`src/rtl/multdiv_unit_pkg.sv`:
```
// Shared definitions for the multiply/divide unit.
//   MD_WIDTH   operand/result width
//   MD_CNT_W   iteration counter width
//   MD_CYCLES  steps per operation (equals the operand width)
//   md_state_t FSM state encoding
package multdiv_unit_pkg;

  localparam int MD_WIDTH  = 32;
  localparam int MD_CNT_W  = 6;
  localparam int MD_CYCLES = MD_WIDTH;

  typedef enum logic [1:0] {
    IDLE = 2'd0,
    MULT = 2'd1,
    DIV  = 2'd2,
    DONE = 2'd3
  } md_state_t;

endpackage

```
`src/rtl/multdiv_div_step.sv`:
```
// One non-restoring divide iteration on magnitudes, purely combinational.
//   rem       in   WIDTH+2  signed partial remainder
//   quo       in   WIDTH    dividend bits still to shift in / quotient bits built so far
//   divisor   in   WIDTH+1  unsigned divisor magnitude
//   rem_next  out  WIDTH+2  partial remainder after the add/subtract
//   quo_next  out  WIDTH    quo shifted left with the new quotient bit in the LSB
module multdiv_div_step #(
  parameter int WIDTH = 32
) (
  input  logic [WIDTH+1:0] rem,
  input  logic [WIDTH-1:0] quo,
  input  logic [WIDTH:0]   divisor,
  output logic [WIDTH+1:0] rem_next,
  output logic [WIDTH-1:0] quo_next
);

  logic [WIDTH+1:0] shifted;
  logic [WIDTH+1:0] dvsr_ext;

  always_comb begin
    // The remainder stays within [-d, d), so its top bit is only a sign copy
    // and can be dropped by the shift.
    shifted  = {rem[WIDTH:0], quo[WIDTH-1]};
    dvsr_ext = {1'b0, divisor};
    if (rem[WIDTH+1]) begin
      rem_next = shifted + dvsr_ext;
    end else begin
      rem_next = shifted - dvsr_ext;
    end
    // Quotient digit is 1 whenever the new remainder is non-negative.
    quo_next = {quo[WIDTH-2:0], ~rem_next[WIDTH+1]};
  end

endmodule

```
`src/rtl/multdiv_unit.sv`:
```
// Multicycle signed multiply (radix-2 Booth) / divide (non-restoring) unit.
//   clock           in   1      rising-edge clock
//   reset           in   1      asynchronous active-low reset
//   data_operandA   in   WIDTH  multiplicand / dividend, sampled on a start edge
//   data_operandB   in   WIDTH  multiplier / divisor, sampled on a start edge
//   ctrl_MULT       in   1      start multiply (wins over ctrl_DIV)
//   ctrl_DIV        in   1      start divide
//   data_result     out  WIDTH  low product bits or quotient, held until next completion
//   data_exception  out  1      multiply overflow or divide error for data_result
//   data_resultRDY  out  1      one-cycle completion pulse
//   state_dbg       out  2      current FSM state
//
// Handshake: a start pulse is accepted on every rising edge it is seen,
// in any state, and restarts the unit; data_resultRDY is high for exactly
// the one cycle after the final step, and data_result/data_exception are
// valid from that cycle until the next completion.
module multdiv_unit
  import multdiv_unit_pkg::*;
#(
  parameter int WIDTH = MD_WIDTH,
  parameter int CNT_W = MD_CNT_W
) (
  input  logic             clock,
  input  logic             reset,
  input  logic [WIDTH-1:0] data_operandA,
  input  logic [WIDTH-1:0] data_operandB,
  input  logic             ctrl_MULT,
  input  logic             ctrl_DIV,
  output logic [WIDTH-1:0] data_result,
  output logic             data_exception,
  output logic             data_resultRDY,
  output md_state_t        state_dbg
);

  md_state_t        state;
  logic [CNT_W-1:0] count;

  // Booth datapath: accumulator is one bit wider so that subtracting the
  // most-negative multiplicand cannot overflow.
  logic [WIDTH:0]   acc;
  logic [WIDTH-1:0] mq;
  logic             mq_m1;
  logic [WIDTH-1:0] mcand;

  // Divide datapath
  logic [WIDTH+1:0] rem;
  logic [WIDTH-1:0] quo;
  logic [WIDTH:0]   dvsr;
  logic             q_neg;
  logic             b_zero;
  logic             div_ovf;

  logic [WIDTH:0]   m_ext;
  logic [WIDTH:0]   booth_sum;
  logic [WIDTH:0]   acc_next;
  logic [WIDTH-1:0] mq_next;
  logic             mq_m1_next;
  logic [WIDTH:0]   prod_hi;
  logic             mul_ovf;

  logic [WIDTH+1:0] rem_next;
  logic [WIDTH-1:0] quo_next;
  logic [WIDTH-1:0] div_q;

  logic [WIDTH-1:0] a_mag;
  logic [WIDTH-1:0] b_mag;
  logic             last_step;

  assign state_dbg = state;
  assign last_step = (count == CNT_W'(MD_CYCLES - 1));

  // Magnitudes fit in WIDTH unsigned bits, including |-2^(WIDTH-1)|.
  assign a_mag = data_operandA[WIDTH-1] ? -data_operandA : data_operandA;
  assign b_mag = data_operandB[WIDTH-1] ? -data_operandB : data_operandB;

  always_comb begin
    m_ext     = {mcand[WIDTH-1], mcand};
    booth_sum = acc;
    case ({mq[0], mq_m1})
      2'b01:   booth_sum = acc + m_ext;
      2'b10:   booth_sum = acc - m_ext;
      default: booth_sum = acc;
    endcase
    // Arithmetic shift right of {acc, mq, mq_m1}.
    acc_next   = {booth_sum[WIDTH], booth_sum[WIDTH:1]};
    mq_next    = {booth_sum[0], mq[WIDTH-1:1]};
    mq_m1_next = mq[0];
    // Product bits [2W-1:W-1] must all match for the low half to be exact.
    prod_hi    = {acc_next[WIDTH-1:0], mq_next[WIDTH-1]};
    mul_ovf    = ~((&prod_hi) | ~(|prod_hi));
  end

  multdiv_div_step #(
    .WIDTH (WIDTH)
  ) u_div_step (
    .rem      (rem),
    .quo      (quo),
    .divisor  (dvsr),
    .rem_next (rem_next),
    .quo_next (quo_next)
  );

  assign div_q = q_neg ? -quo_next : quo_next;

  always_ff @(posedge clock or negedge reset) begin
    if (!reset) begin
      state          <= IDLE;
      count          <= '0;
      acc            <= '0;
      mq             <= '0;
      mq_m1          <= 1'b0;
      mcand          <= '0;
      rem            <= '0;
      quo            <= '0;
      dvsr           <= '0;
      q_neg          <= 1'b0;
      b_zero         <= 1'b0;
      div_ovf        <= 1'b0;
      data_result    <= '0;
      data_exception <= 1'b0;
      data_resultRDY <= 1'b0;
    end else begin
      data_resultRDY <= 1'b0;
      if (ctrl_MULT) begin
        state <= MULT;
        count <= '0;
        acc   <= '0;
        mq    <= data_operandB;
        mq_m1 <= 1'b0;
        mcand <= data_operandA;
      end else if (ctrl_DIV) begin
        state   <= DIV;
        count   <= '0;
        rem     <= '0;
        quo     <= a_mag;
        dvsr    <= {1'b0, b_mag};
        q_neg   <= data_operandA[WIDTH-1] ^ data_operandB[WIDTH-1];
        b_zero  <= (data_operandB == '0);
        div_ovf <= (data_operandA == {1'b1, {(WIDTH-1){1'b0}}}) &&
                   (data_operandB == '1);
      end else begin
        case (state)
          IDLE: begin
            state <= IDLE;
          end
          MULT: begin
            acc   <= acc_next;
            mq    <= mq_next;
            mq_m1 <= mq_m1_next;
            count <= count + 1'b1;
            if (last_step) begin
              state          <= DONE;
              data_result    <= mq_next;
              data_exception <= mul_ovf;
              data_resultRDY <= 1'b1;
            end
          end
          DIV: begin
            rem   <= rem_next;
            quo   <= quo_next;
            count <= count + 1'b1;
            if (last_step) begin
              state          <= DONE;
              data_resultRDY <= 1'b1;
              if (b_zero) begin
                data_result    <= '0;
                data_exception <= 1'b1;
              end else begin
                // -2^(W-1) / -1 already yields the wrapped 2^(W-1) pattern.
                data_result    <= div_q;
                data_exception <= div_ovf;
              end
            end
          end
          DONE: begin
            state <= IDLE;
          end
          default: begin
            state <= IDLE;
          end
        endcase
      end
    end
  end

endmodule

```
`config.mk`:
```
export PLATFORM = sky130hd
export DESIGN_NAME = multdiv_unit
export DESIGN_NICKNAME = d
export VERILOG_FILES = /design/src/rtl/multdiv_unit_pkg.sv /design/src/rtl/multdiv_div_step.sv /design/src/rtl/multdiv_unit.sv
export SDC_FILE = /design/constraint.sdc
export NUM_CORES = 1
export LEC_CHECK = 0
export BUFFER_PORTS_ARGS = -buffer_cell sky130_fd_sc_hd__clkbuf_2
export CAP_MARGIN = 20
export CORE_ASPECT_RATIO = 2
export CORE_MARGIN = 5
export CORE_UTILIZATION = 64
export CTS_BUF_LIST = sky130_fd_sc_hd__clkbuf_4 sky130_fd_sc_hd__clkbuf_8
export DETAILED_ROUTE_END_ITERATION = 12
export GPL_TIMING_DRIVEN = 0
export PLACE_DENSITY_LB_ADDON = 0.08
export SYNTH_ARGS = -nofsm -noshare
export SYNTH_HDL_FRONTEND = slang
export SYNTH_HIERARCHICAL = 1
export SYNTH_SLANG_ARGS = --single-unit
export TNS_END_PERCENT = 20
```
`constraint.sdc`:
```
create_clock -name clock -period 7.1 [get_ports clock]
set_clock_uncertainty 0.05 [all_clocks]
set_input_delay 0.71 -clock clock [delete_from_list [all_inputs] [get_ports clock]]
set_output_delay 0.71 -clock clock [all_outputs]
set_load 0.1 [all_outputs]
```
==> impl_metrics.prom, run 1 <==
# TYPE chip_impl_metric gauge
chip_impl_metric{name="multi_input_logic_area",unit="um^2"} 10800
chip_impl_metric{name="ff_latch_area",unit="um^2"} 6010
chip_impl_info{name="mostFrequentLayoutCell",value="sky130_fd_sc_hd__nand2_1"} 1
chip_impl_metric{name="post_cts_buffers",unit=""} 0
chip_impl_metric{name="number_of_top_level_pins",unit=""} 104
chip_impl_metric{name="fin_tns_setup",unit="ps"} 0
chip_impl_metric{name="fin_crit",unit="ps"} 6510
chip_impl_metric{name="synth.lib_cells_used.distinct",unit=""} 94
chip_impl_info{name="outcome",value="finished clean"} 1
chip_impl_info{name="final_cell_mix",value="sky130_fd_sc_hd__nand2_1 (244), sky130_fd_sc_hd__dfrtp_1 (240), sky130_fd_sc_hd__o21ai_0 (215), sky130_fd_sc_hd__nor2_1 (149), sky130_fd_sc_hd__a21oi_1 (120)"} 1
chip_impl_info{name="critical_path.reg2reg.endpoint",value="data_exception"} 1
chip_impl_metric{name="global_route.overflow_total",unit=""} 0
chip_impl_metric{name="pwr_density_cell",unit="nW/um^2"} 249
chip_impl_metric{name="numClockSinks",unit=""} 240
chip_impl_metric{name="placed_instance_area",unit="um^2"} 18600
chip_impl_metric{name="wl_per_cell",unit="um"} 19.5
chip_impl_metric{name="post_synth.cell_area_avg",unit="um^2"} 8.52
chip_impl_metric{name="post_synth_edffs",unit=""} 0
chip_impl_metric{name="drive_above_1_share",unit="%"} 12.4
chip_impl_info{name="min-delay-path-class",value="in -> async"} 1
chip_impl_metric{name="gp_congestion",unit=""} 0.987
chip_impl_metric{name="antenna_found_initial",unit=""} 7
chip_impl_metric{name="synth-seq-area-share",unit="%"} 34.2
chip_impl_metric{name="num-nets-final",unit=""} 2355
chip_impl_metric{name="cpPeakStageDelay",unit="ps"} 690
chip_impl_metric{name="numPortBuffers",unit=""} 100
chip_impl_info{name="worst_setup_path_end_kind",value="register"} 1
chip_impl_metric{name="finalCritPeriodShare",unit="%"} 91.6
chip_impl_metric{name="synth-warning-count",unit=""} 6
chip_impl_metric{name="pin_slew_with_the_least_headroom_to_its_limit",unit="ps"} 887
chip_impl_metric{name="synth_cells",unit=""} 2065
chip_impl_metric{name="final_max_slew_viol_count",unit=""} 0
chip_impl_metric{name="hold_viol_final",unit=""} 0
chip_impl_metric{name="die_x",unit="um"} 127
chip_impl_info{name="r2r-start",value="mcand[3]"} 1
chip_impl_metric{name="postSynthRegisterBits",unit=""} 240
chip_impl_metric{name="dieHeight",unit="um"} 244
chip_impl_metric{name="highest_ir_drop_seen_on_vdd",unit="mV"} 0.192
chip_impl_info{name="critical_path.cell_chain",value="or4_1 > nor4_1 > a21oi_1 > xnor2_1 > ha_1 > and3_2 > nand2_1 > a211oi_1 > o2111ai_1 > and3b_1 > o31ai_1 > nand3_1 > or4_1 > or4_1 > or3b_1 > o31a_1 > and3_1"} 1
chip_impl_metric{name="power.static_leakage",unit="nW"} 8.74
chip_impl_metric{name="slew_headroom",unit="%"} 40.1
chip_impl_metric{name="h_tree_depth",unit=""} 2
chip_impl_metric{name="grt_start_max_net_pins",unit=""} 115
chip_impl_metric{name="setup_viol",unit=""} 0
chip_impl_info{name="clock-root-buffer",value="sky130_fd_sc_hd__clkbuf_8"} 1
chip_impl_metric{name="finalPower",unit="mW"} 4.84
chip_impl_metric{name="drt_iter0_markers",unit=""} 1478
chip_impl_metric{name="routed_wl",unit="mm"} 50.7
chip_impl_metric{name="cts-hold-fix-buffers",unit=""} 0
chip_impl_metric{name="worst-endpoint-arrival",unit="ps"} 6890
chip_impl_metric{name="antenna_left",unit=""} 0
chip_impl_info{name="critical_path.startpoint",value="mcand[3]"} 1
chip_impl_metric{name="clk_pin_slew_worst_paths",unit="ps"} 60
chip_impl_metric{name="syn_to_final_growth",unit="%"} 10.5
chip_impl_info{name="cp_slowest_cell",value="sky130_fd_sc_hd__nor4_1"} 1
chip_impl_metric{name="std_cell_rows",unit=""} 86
chip_impl_metric{name="max_cap_viol_count",unit=""} 0
chip_impl_metric{name="reg2reg_setup_slack",unit="ps"} 590
chip_impl_metric{name="track_usage",unit="%"} 32.1
chip_impl_metric{name="design.core.area",unit="um^2"} 27300
chip_impl_info{name="grt_setup_unrepaired",value="no"} 1
chip_impl_metric{name="synth.cell_area",unit="um^2"} 17600
chip_impl_metric{name="cts_buffer_depth",unit=""} 3
chip_impl_metric{name="finish.instance_area",unit="um^2"} 19400
chip_impl_metric{name="cts-resized-gates",unit=""} 0
chip_impl_metric{name="required_time_at_the_endpoint_of_the_critical_path",unit="ps"} 7490
chip_impl_metric{name="dr_total_vias",unit=""} 16600
chip_impl_metric{name="synthArstFlopShare",unit="%"} 100
chip_impl_metric{name="design.die.area",unit="um^2"} 31100
chip_impl_info{name="cts_tree",value="yes"} 1
chip_impl_metric{name="router_iterations_before_antenna_repair",unit=""} 5
chip_impl_metric{name="register_to_register_path_depth",unit=""} 17
chip_impl_info{name="synth-main-ff-cell",value="sky130_fd_sc_hd__dfrtp_1"} 1
chip_impl_metric{name="dp_hpwl",unit="mm"} 38.0
chip_impl_metric{name="viasPerCell",unit=""} 6.38
chip_impl_metric{name="cts_inserted_buffers",unit=""} 39
chip_impl_metric{name="drt_drc_violations_left",unit=""} 0
chip_impl_metric{name="worstSkewPairLatency",unit="ps"} 560
chip_impl_metric{name="cp_max_fo",unit=""} 7
chip_impl_metric{name="first_global_vias",unit=""} 15800
chip_impl_info{name="crit_type",value="reg -> reg"} 1
chip_impl_info{name="timing.critical_path.mode_cell",value="sky130_fd_sc_hd__or4_1"} 1
chip_impl_metric{name="fillerInstances",unit=""} 2255
chip_impl_info{name="start_kind",value="register"} 1
chip_impl_metric{name="max_clock_freq",unit="MHz"} 154
chip_impl_metric{name="grt_first_pass_wirelength",unit="mm"} 81.5
chip_impl_metric{name="initial_utilization",unit="%"} 64.3
[layout make-up]
cell class              instances  area share [%]
clock buffers                  55            3.73
clock inverters                13           0.489
well taps                     352            2.27
inverters                      52            1.00
diodes                          7          0.0901
repair buffers                103            2.92
plain buffers                 137            3.25
flip-flops and latches        240            30.9
multi-input cells            1637            55.4
[synth_stat cells (47+ instances only)]
master | n | area, um^2
sky130_fd_sc_hd__xnor2_1 | 91 | 797
sky130_fd_sc_hd__dfrtp_1 | 240 | 6010
sky130_fd_sc_hd__o21ai_0 | 215 | 1080
sky130_fd_sc_hd__mux2i_1 | 49 | 490
sky130_fd_sc_hd__xor2_1 | 94 | 823
sky130_fd_sc_hd__nor3_1 | 47 | 235
sky130_fd_sc_hd__a22o_1 | 48 | 420
sky130_fd_sc_hd__nor2_1 | 150 | 563
sky130_fd_sc_hd__ha_1 | 75 | 938
sky130_fd_sc_hd__inv_1 | 51 | 191
sky130_fd_sc_hd__nand2_1 | 244 | 916
sky130_fd_sc_hd__a21oi_1 | 120 | 601
sky130_fd_sc_hd__clkbuf_1 | 92 | 345
[worst max-delay path: cells and delay by family (launching register included)]
kind	cells	cell delay (ps)
fa+ha+maj	1	420
xor+xnor	1	200
compound gates	5	1690
simple gates	10	3630
flops	1	430
[state kept, by name, indices dropped and copies added, names as in the netlist]
name / cells
acc: 32
b_zero: 1
count: 6
data_exception: 1
data_result: 32
data_resultRDY: 1
div_ovf: 1
dvsr: 32
mcand: 32
mq: 32
mq_m1: 1
q_neg: 1
quo: 32
rem: 34
state_dbg: 2
[stage by stage]
stage	hold slack, ps	setup WS (ps)	util, %	cells
global placement	412	239	67.8	2518
finish	106	593	71.1	2596
CTS	104	580	71.0	2589
global route	151	59.2	71.1	2596
floorplan	364	1490	-	2066
detailed placement	421	605	68.0	2521
[power by group]
group / total [mW] / internal (mW) / switching [mW]
combinational: 1.89 / 0.729 / 1.16
sequential: 1.65 / 1.51 / 0.136
clock: 1.30 / 0.699 / 0.604
total: 4.84 / 2.94 / 1.90
[kinds of logic after synthesis]
family | synth area share [%]
buffers and inverters | 4.70
XOR/XNOR | 9.21
adder cells (fa/ha/maj) | 5.56
multiplexers | 4.84
AND/OR/NAND/NOR | 18.2
AO/OA/AOI/OAI | 23.3
other | 0.0213
flip-flops | 34.2
[worst max path at each step]
stage	depth (start not counted)	end	slack, ps
2_1_floorplan	25	data_result[30]	1490
3_3_place_gp	1	rem[25]	240
3_5_place_dp	25	data_result[30]	600
4_1_cts	25	data_result[30]	580
5_1_grt	25	data_result[30]	60
6_report	17	data_exception	590
[per-layer routing]
metal	up-vias	GRT usage (%)	routed length, um
met1	8006	45.9	22200
met3	115	5.03	3670
met2	650	48.5	22900
li1	7780	-	-
met4	0	13.4	1960
met5	-	0	0
Power figures use the tool's default switching activity.
==> run 2, diff against run 1 <==
--- a/config.mk
+++ b/config.mk
@@ -5,15 +5,16 @@
 export SDC_FILE = /design/constraint.sdc
 export NUM_CORES = 1
 export LEC_CHECK = 0
-export BUFFER_PORTS_ARGS = -buffer_cell sky130_fd_sc_hd__clkbuf_2
 export CAP_MARGIN = 20
 export CORE_ASPECT_RATIO = 2
 export CORE_MARGIN = 5
-export CORE_UTILIZATION = 64
+export CORE_UTILIZATION = 65
 export CTS_BUF_LIST = sky130_fd_sc_hd__clkbuf_4 sky130_fd_sc_hd__clkbuf_8
 export DETAILED_ROUTE_END_ITERATION = 12
+export DONT_BUFFER_PORTS = 1
 export GPL_TIMING_DRIVEN = 0
 export PLACE_DENSITY_LB_ADDON = 0.08
+export REMOVE_ABC_BUFFERS = 1
 export SYNTH_ARGS = -nofsm -noshare
 export SYNTH_HDL_FRONTEND = slang
 export SYNTH_HIERARCHICAL = 1
==> impl_metrics.prom, run 2 (synthesis gave the netlist of run 1 again) <==
# TYPE chip_impl_metric gauge
chip_impl_info{name="outcome",value="finished clean"} 1
chip_impl_metric{name="die_x",unit="um"} 126
chip_impl_metric{name="post-route-worst-setup-slack",unit="ps"} 510
chip_impl_metric{name="power_frac_clock",unit="%"} 29.2
chip_impl_metric{name="wl_per_cell",unit="um"} 20.4
chip_impl_metric{name="router_iterations_before_antenna_repair",unit=""} 5
chip_impl_metric{name="placed_instance_area",unit="um^2"} 17600
chip_impl_metric{name="design.core.area",unit="um^2"} 26800
chip_impl_metric{name="largest_reg_flops",unit=""} 34
chip_impl_metric{name="cp_max_fo",unit=""} 6
chip_impl_metric{name="grt.met2_usage",unit="%"} 57.6
chip_impl_info{name="min-delay-path-class",value="in -> async"} 1
chip_impl_metric{name="global_route.overflow_total",unit=""} 0
chip_impl_metric{name="register_to_register_path_depth",unit=""} 25
chip_impl_info{name="start_kind",value="register"} 1
chip_impl_metric{name="worstSkewPairLatency",unit="ps"} 570
chip_impl_metric{name="numPortBuffers",unit=""} 0
chip_impl_metric{name="swShare",unit="%"} 37.1
chip_impl_info{name="setup_crit_end",value="data_result[30]"} 1
chip_impl_metric{name="clk_pin_slew_worst_paths",unit="ps"} 70
chip_impl_metric{name="dieHeight",unit="um"} 243
chip_impl_metric{name="pin_slew_with_the_least_headroom_to_its_limit",unit="ps"} 1310
chip_impl_metric{name="track_usage",unit="%"} 30.9
chip_impl_info{name="grt_setup_unrepaired",value="no"} 1
chip_impl_metric{name="final_max_slew_viol_count",unit=""} 0
chip_impl_metric{name="combinationalPowerShare",unit="%"} 33.8
chip_impl_metric{name="power.static_leakage",unit="nW"} 8.20
chip_impl_info{name="final_cell_mix",value="sky130_fd_sc_hd__nand2_1 (244), sky130_fd_sc_hd__dfrtp_1 (240), sky130_fd_sc_hd__o21ai_0 (215), sky130_fd_sc_hd__nor2_1 (147), sky130_fd_sc_hd__a21oi_1 (120)"} 1
chip_impl_metric{name="h_tree_depth",unit=""} 2
chip_impl_info{name="crit_type",value="reg -> reg"} 1
chip_impl_metric{name="pwr_density_cell",unit="nW/um^2"} 257
chip_impl_metric{name="final.hold.worst_slack",unit="ps"} 150
chip_impl_metric{name="groute.layer.met3.usage",unit="%"} 5.94
chip_impl_metric{name="numClockSinks",unit=""} 240
chip_impl_metric{name="max_clock_freq",unit="MHz"} 152
chip_impl_metric{name="grt_start_max_net_pins",unit=""} 241
chip_impl_metric{name="setup_viol",unit=""} 0
chip_impl_metric{name="number_of_top_level_pins",unit=""} 104
chip_impl_metric{name="met1_use_gr",unit="%"} 28.8
chip_impl_info{name="critical_path.reg2reg.endpoint",value="data_result[30]"} 1
chip_impl_metric{name="max_cap_viol_count",unit=""} 0
chip_impl_metric{name="total_switching_power",unit="mW"} 1.77
chip_impl_metric{name="preCtsSetupSlack",unit="ps"} 305
chip_impl_metric{name="drt_drc_violations_left",unit=""} 0
chip_impl_metric{name="required_time_at_the_endpoint_of_the_critical_path",unit="ps"} 7500
chip_impl_info{name="worst_setup_path_end_kind",value="register"} 1
chip_impl_metric{name="grt_first_pass_wirelength",unit="mm"} 76.8
chip_impl_metric{name="cts_buffer_depth",unit=""} 3
chip_impl_metric{name="finalCritPeriodShare",unit="%"} 92.8
chip_impl_metric{name="internal-power",unit="mW"} 3.01
chip_impl_info{name="mostFrequentLayoutCell",value="sky130_fd_sc_hd__nand2_1"} 1
chip_impl_info{name="clock-root-buffer",value="sky130_fd_sc_hd__clkbuf_8"} 1
chip_impl_metric{name="reg2reg_setup_slack",unit="ps"} 510
chip_impl_metric{name="antenna-diode-count",unit=""} 0
chip_impl_metric{name="drive_above_1_share",unit="%"} 8.44
chip_impl_metric{name="slew_headroom",unit="%"} 12.5
chip_impl_metric{name="antenna_left",unit=""} 0
chip_impl_metric{name="hold_viol_final",unit=""} 0
chip_impl_metric{name="first_global_vias",unit=""} 15400
chip_impl_info{name="largest-register",value="rem"} 1
chip_impl_metric{name="syn_to_final_growth",unit="%"} 5.87
chip_impl_metric{name="antenna_found_initial",unit=""} 0
chip_impl_info{name="critical_path.startpoint",value="dvsr[0]"} 1
chip_impl_metric{name="power_frac_seq",unit="%"} 37.0
chip_impl_metric{name="num-nets-final",unit=""} 2131
chip_impl_metric{name="std_cell_rows",unit=""} 85
chip_impl_metric{name="dp_hpwl",unit="mm"} 36.1
chip_impl_info{name="r2r-start",value="dvsr[0]"} 1
chip_impl_metric{name="fin_crit",unit="ps"} 6590
chip_impl_metric{name="gp_congestion",unit=""} 1.03
chip_impl_metric{name="routed_wl",unit="mm"} 48.1
chip_impl_info{name="cts_tree",value="yes"} 1
chip_impl_metric{name="post_cts_buffers",unit=""} 0
chip_impl_metric{name="finalNonFillerCells",unit=""} 2362
chip_impl_metric{name="highest_ir_drop_seen_on_vdd",unit="mV"} 0.193
chip_impl_metric{name="initial_utilization",unit="%"} 65.6
chip_impl_metric{name="placed_cells_incl_taps",unit=""} 2291
chip_impl_metric{name="cts_inserted_buffers",unit=""} 38
chip_impl_metric{name="viasPerCell",unit=""} 6.46
chip_impl_metric{name="dr_total_vias",unit=""} 15300
chip_impl_metric{name="design.die.area",unit="um^2"} 30600
chip_impl_metric{name="finish.instance_area",unit="um^2"} 18600
chip_impl_metric{name="worst-endpoint-arrival",unit="ps"} 6990
chip_impl_info{name="top_usage_layer",value="met2"} 1
chip_impl_metric{name="drt_iter0_markers",unit=""} 690
==> run 2: worst min-delay path by stage <==
| stage | slack, ps | depth (start not counted) | to | from |
|---|---|---|---|---|
| after global routing | 200 | 1 | mcand[1] | ctrl_MULT |
| final | 150 | 1 | rem[7] | reset |
| after global placement | 370 | 0 | rem[3] | reset |
| after floorplan | 360 | 0 | acc[0] | reset |
| after detailed placement | 370 | 0 | rem[2] | reset |
| after CTS | 150 | 1 | mcand[0] | ctrl_MULT |
==> run 2: area by class of cell <==
type                            count  area [um^2]
Clock inverter                      9          145
Sequential cell                   240         6010
Clock buffer                       59          749
Inverter                           52          195
Timing Repair Buffer               17          268
Fill cell                        2205         8180
Multi-Input combinational cell   1637        10800
Tap cell                          348          435
==> run 2: through the flow <==
stage | util [%] | total power [mW] | setup TNS, ps
floorplan | - | 2.97 | -101460
global placement | 64.9 | 3.28 | -228490
detailed placement | 65.7 | 3.35 | 0
CTS | 69.2 | 4.78 | 0
global route | 69.5 | 5.06 | 0
finish | 69.5 | 4.78 | 0
==> run 2: timing repair <==
action | 4_1_cts | 5_1_grt
endpoints found under the setup margin | 0 | 3
hold buffers | 1 | 0
resized for setup | 0 | 4
hold endpoints to repair | 240 | 0
==> run 2: power by group through the flow <==
stage / Clock [mW] / Combinational [mW] / Sequential (mW)
6_report: 1.39 / 1.62 / 1.77
5_1_grt: 1.48 / 1.79 / 1.79
4_1_cts: 1.42 / 1.59 / 1.77
3_5_place_dp: 0 / 1.56 / 1.79
3_3_place_gp: 0 / 1.50 / 1.78
2_1_floorplan: 0 / 1.23 / 1.74
==> run 2: critical path, stage by stage, from the launching register on <==
cell and delay, ps:
sky130_fd_sc_hd__dfrtp_1 440, sky130_fd_sc_hd__inv_1 90, sky130_fd_sc_hd__ha_1 180, sky130_fd_sc_hd__nand2_1 80
sky130_fd_sc_hd__or3_1 420, sky130_fd_sc_hd__nor2_1 340, sky130_fd_sc_hd__a21oi_1 140, sky130_fd_sc_hd__xor2_1 200
sky130_fd_sc_hd__ha_1 360, sky130_fd_sc_hd__and2_1 240, sky130_fd_sc_hd__nand2_1 70, sky130_fd_sc_hd__o21ai_0 460
sky130_fd_sc_hd__nor3_4 130, sky130_fd_sc_hd__nor4b_2 470, sky130_fd_sc_hd__o31ai_2 140, sky130_fd_sc_hd__a21oi_2 200
sky130_fd_sc_hd__xor2_1 290, sky130_fd_sc_hd__inv_1 150, sky130_fd_sc_hd__ha_1 240, sky130_fd_sc_hd__nand4_1 160
sky130_fd_sc_hd__or4_1 570, sky130_fd_sc_hd__or3_1 410, sky130_fd_sc_hd__o31ai_1 260, sky130_fd_sc_hd__xnor2_1 110
sky130_fd_sc_hd__a22oi_1 200, sky130_fd_sc_hd__a21oi_1 100
==> run 2: per-layer routing <==
metal	part of all wire, %	wire length [um]
met3	4.9	2360
met4	8.9	4290
met5	0	0
met2	53	25700
met1	33	15800
